<file path="src/rtl/pulse_gen_multi.sv">
// pulse_gen_multi: per-channel trigger-to-load pulse generator with delay, width and re-arm lockout.
// Define PULSE_GEN_SYNC_EN to insert a two-flop synchroniser on every trigger bit.
module pulse_gen_multi #(
    parameter int CHANNELS = 4,
    parameter int DELAY    = 1,
    parameter int WIDTH    = 1
) (
    input  logic                clock,
    input  logic                reset,
    input  logic [CHANNELS-1:0] trigger,
    output logic [CHANNELS-1:0] load,
    output logic [CHANNELS-1:0] busy,
    output logic                any_load
);
    localparam int MX = (DELAY > WIDTH) ? DELAY : WIDTH;
    localparam int CW = $clog2(MX) + 1;
    localparam logic [CW-1:0] DLY = CW'(DELAY - 1);
    localparam logic [CW-1:0] WID = CW'(WIDTH - 1);

    typedef enum logic [1:0] {IDLE, WAIT, PULSE, HOLD} state_t;

    logic [CHANNELS-1:0] trg;
    logic [CHANNELS-1:0] load_d;
    logic [CHANNELS-1:0] load_q;
    logic [CHANNELS-1:0] busy_q;
    logic                any_load_q;

`ifdef PULSE_GEN_SYNC_EN
    logic [CHANNELS-1:0] s1_q;
    logic [CHANNELS-1:0] s2_q;

    always_ff @(posedge clock) begin
        if (reset) begin
            s1_q <= '0;
            s2_q <= '0;
        end else begin
            s1_q <= trigger;
            s2_q <= s1_q;
        end
    end

    assign trg = s2_q;
`else
    assign trg = trigger;
`endif

    genvar i;
    generate
        for (i = 0; i < CHANNELS; i++) begin : g_ch
            state_t          state_q, state_d;
            logic [CW-1:0]   cnt_q, cnt_d;

            always_comb begin
                state_d   = state_q;
                cnt_d     = cnt_q;
                load_d[i] = 1'b0;
                case (state_q)
                    IDLE: begin
                        if (trg[i]) begin
                            state_d = WAIT;
                            cnt_d   = DLY;
                        end
                    end
                    WAIT: begin
                        if (cnt_q == '0) begin
                            state_d   = PULSE;
                            cnt_d     = WID;
                            load_d[i] = 1'b1;
                        end else begin
                            cnt_d = cnt_q - 1'b1;
                        end
                    end
                    PULSE: begin
                        if (cnt_q == '0) begin
                            state_d = HOLD;
                        end else begin
                            cnt_d     = cnt_q - 1'b1;
                            load_d[i] = 1'b1;
                        end
                    end
                    HOLD: begin
                        if (!trg[i]) state_d = IDLE;
                    end
                endcase
            end

            always_ff @(posedge clock) begin
                if (reset) begin
                    state_q   <= IDLE;
                    cnt_q     <= '0;
                    load_q[i] <= 1'b0;
                    busy_q[i] <= 1'b0;
                end else begin
                    state_q   <= state_d;
                    cnt_q     <= cnt_d;
                    load_q[i] <= load_d[i];
                    busy_q[i] <= (state_d != IDLE);
                end
            end
        end
    endgenerate

    // Registered from next-state loads so it lines up with load, not one cycle behind.
    always_ff @(posedge clock) begin
        if (reset) any_load_q <= 1'b0;
        else       any_load_q <= |load_d;
    end

    assign load     = load_q;
    assign busy     = busy_q;
    assign any_load = any_load_q;
endmodule

</file>
<file path="config.mk">
export PLATFORM = sky130hd
export DESIGN_NAME = pulse_gen_multi
export DESIGN_NICKNAME = d
export VERILOG_FILES = /design/src/rtl/pulse_gen_multi.sv
export SDC_FILE = /design/constraint.sdc
export NUM_CORES = 1
export LEC_CHECK = 0
export CORE_AREA = 5 5 42 44
export DETAILED_ROUTE_END_ITERATION = 6
export DIE_AREA = 0 0 47 49
export PLACE_DENSITY = 0.73
export REMOVE_ABC_BUFFERS = 1
export SYNTH_ARGS = -nofsm -noshare
export SYNTH_HDL_FRONTEND = slang
export SYNTH_SLANG_ARGS = --single-unit
</file>
<file path="constraint.sdc">
create_clock -name clock -period 1.9 [get_ports clock]
set_clock_uncertainty 0.1 [all_clocks]
set_input_delay 0.19 -clock clock [delete_from_list [all_inputs] [get_ports clock]]
set_output_delay 0.19 -clock clock [all_outputs]
set_load 0.05 [all_outputs]
</file>
After elaboration in Yosys (flattened, before gate mapping):

Index checks and enable logic that the tools add are counted.

* flip-flop bits (word level): 21
* input bits: 6

* $add $sub $neg: 4
* reductions and logical operators: 21
* equality and inequality tests: 16
* multiplexer cells: 44

Operators by type and width (count)
* $mux W2: 16
* $pmux W2 S4: 4
* $eq A2 B2 Y1 const B: 8
* $mux W1: 16
* $pmux W1 S2: 8
* $reduce_bool A2 Y1: 8
* $eq A2 B1 Y1 const B: 4
* $logic_not A2 Y1: 4
* $ne A2 B2 Y1 const B: 4
* $reduce_and A2 Y1: 4
* $reduce_or A2 Y1: 4
* $reduce_or A4 Y1: 1
* $sub A1 B1 Y1 const B: 4

Longest topological paths before layout:

* word-level depth: 4
* depth in mapped cells: 3
* gate-level depth less buffers: 3

Least setup slack after synthesis:

Ideal clock, no wire load.

* path kind: register -> output
* start point: register any_load_q (netlist: any_load)
* end point: output port any_load
* data arrival time: 587 ps
* path slack: 1023 ps
* stages on the path, launching flop included: 1
* data required time: 1610 ps
* cells stage by stage: dfxtp_1

RTL lines
* from (decl): line 26 `logic any_load_q;`
* from (signal assigned): line 106 `else any_load_q <= |load_d;`
* to (decl): line 13 `output logic any_load`

No word-level cell between the ends.

Worst setup path in the final report:

* start point: register busy_q[1] (netlist: busy[1])
* end point: output port busy[1]

RTL lines
* from (decl): line 25 `logic [CHANNELS-1:0] busy_q;`
* from (signal, indexed assignment): line 97 `busy_q[i] <= (state_d != IDLE);`
* to (decl): line 12 `output logic [CHANNELS-1:0] busy,`

No word-level cell between the ends.

==> metrics <==
status=complete, no violations; row cnt=14; CP Buf/Inv Count=1; fin. max-slew vios=0; Max stage delay on crit path=0.81 ns; area of the mapped netlist=614 sq um; core area=1400 sq um; Die Width=47 um; period utilization=89.7%; Pre-antenna DRT Iters=4; final count of hold timing violations=0; area leader, netlist=dfxtp_1; post-synth cell types=12; Layout area overhead=29.7%; CP max stage cell=clkdlybuf4s50_1; DIE AREA=2300 sq um; DIE HEIGHT=49 um; final instance area=797 sq um; min Tclk post-route=1.70 ns; Worst-Margin Slew=0.513 ns; Crit. Startpoint=busy[1]; worst hold-check path type=input pin to flip-flop; largest net degree at the start of global routing=18; all-layer global routing usage=9.94%; Vias=441; Worst-Skew Late Latency=0.28 ns; # nets final=80; H-tree Lvls=1; CP required=1.61 ns; CTS max path bufs=2; drt drc=0; post-synthesis area per instance=11.2 sq um; WP depth=1; global-route wire length before repair=1680 um; ant diodes=0; initial antenna violation count=0; I/O Buffers=14; crit path kind=flip-flop to output pin; CTS sink cnt=17; crit start category=flip-flop; DRT iter0 DRCs=4; vias in the first global route=371; DPL Wire Length=750 um; Worst path top cell family by delay=buffers and inverters; I/O pins=15; Critical Path End=busy[1]; cells along the critical path=clkdlybuf4s50_1; placed inst area=771 sq um; Final Setup Violations=0; largest fanout on the critical path=1; share of layout cells above drive strength 1=19.2%; routed len/inst=11.3 um; # hold bufs at CTS=0; Reg2Reg Depth=3; Post-Route WL=1010 um; Seq cells post-synth=17; max cap viols=0; R2R Path Start=g_ch[0].state_q[1]; Yosys top cell area share=55.4%; GPL Wtd Cong=0.586; Critical Path End Type=output pin; top cells by area, synth=dfxtp_1 (55%), nand2b_4 (9.0%), a31oi_1 (7.1%), a21oi_2 (5.7%), o21bai_1 (4.9%); FMAX=587 MHz; WHS=0.394 ns; R2R Path End=g_ch[0].state_q[0]; post-synthesis sequential area ratio=55.4%; ANT nets after route=0; RSZ-0062 raised after global routing=no; CTS resizes=0; cts bufs inserted=3; setup fix buffers added after clock tree synthesis=0; Post-Syn Instances=55; Worst VDD drop=391 uV; grt ovf=0; average vias per placed instance=4.96; root buf cell=clkbuf_4; reg2reg setup slack=0.98 ns; final core occ=56.9%; initial core utilization=43.8%; Power Total=0.760 mW; YS warnings=0; LEAKAGE=0.322 nW; Worst Path Arrival=1.41 ns; pwr/cell area=954 nW/um^2; clock-pin slew on the worst setup and hold paths=0.09 ns; relative slew slack=65.7%; TritonCTS clock tree=yes; Final TNS setup=0 ns
[cells by family (layout without fill, tap and decap cells)]
logic type             Yosys count  after routing  synth area share [%]
and+or+nand+nor                 16             16                  17.9
buffers and inverters            5             23                  4.28
DFF                             17             17                  55.4
AOI/OAI and AO/OA               17             17                  22.4
[metal layers]
layer  global-route usage (%)  routed length (um)
met5                        0                   0
met4                     4.15                   0
met3                     2.21                  68
met2                     13.8                 473
met1                     14.4                 467
[sequential cells by signal, indices dropped and copies added (netlist names)]
register,count
any_load,1
busy,4
g_ch.state_q,8
load,4
[report_power, final]
| group | internal, mW | switching [mW] |
|---|---|---|
| registers | 0.387 | 0.0232 |
| clock network | 0.0812 | 0.102 |
| logic | 0.0701 | 0.0962 |
[layout make-up]
type / instances / area, sq um
well taps: 16 / 20.0
inverters: 4 / 15.0
clock buffers: 4 / 26.3
multi-input cells: 33 / 248
flip-flops and latches: 17 / 340
fillers: 141 / 604
repair buffers: 15 / 148
[tightest hold or removal path, cell delays in order]
cell and delay (ns):
clkdlybuf4s50_1 0.42, nand2_1 0.08, a21oi_2 0.05
[per-stage QoR]
stage,setup WS [ns],cells
after global placement,0.522,85
after CTS,0.178,89
final,0.196,89
after global routing,0.134,89
after detailed placement,0.495,85
after floorplan,1.02,54
[synthesized netlist by cell type]
cell	number
nand2_1	4
o21bai_1	4
nand2b_4	4
dfxtp_1	17
a41oi_2	1
a21oi_2	4
nand2b_1	4
a31oi_1	7
inv_1	4
buf_6	1
nor2_1	4
a31oi_2	1
[worst min-delay path by stage]
stage	depth (start not counted)	start	to	slack, ns
after floorplan	1	reset	g_ch[0].state_q[0]	0.15
final	3	trigger[3]	g_ch[3].state_q[0]	0.39
after detailed placement	1	g_ch[1].state_q[1]	g_ch[1].state_q[1]	0.39
after CTS	3	trigger[3]	g_ch[3].state_q[0]	0.39
after global routing	3	trigger[2]	g_ch[2].state_q[0]	0.38
after global placement	1	g_ch[1].state_q[1]	g_ch[1].state_q[1]	0.39
[cell usage in the layout (no fill, tap or decap)]
cell type / count
inv_1: 4
nand2_1: 4
a41oi_2: 1
dfxtp_1: 17
clkbuf_4: 3
clkbuf_1: 1
buf_4: 1
nand2b_4: 4
a31oi_2: 1
a31oi_1: 7
a21oi_2: 4
nor2_1: 4
clkdlybuf4s50_1: 14
nand2b_1: 4
o21bai_1: 4
Note: power is estimated with default switching activity, not from simulation.
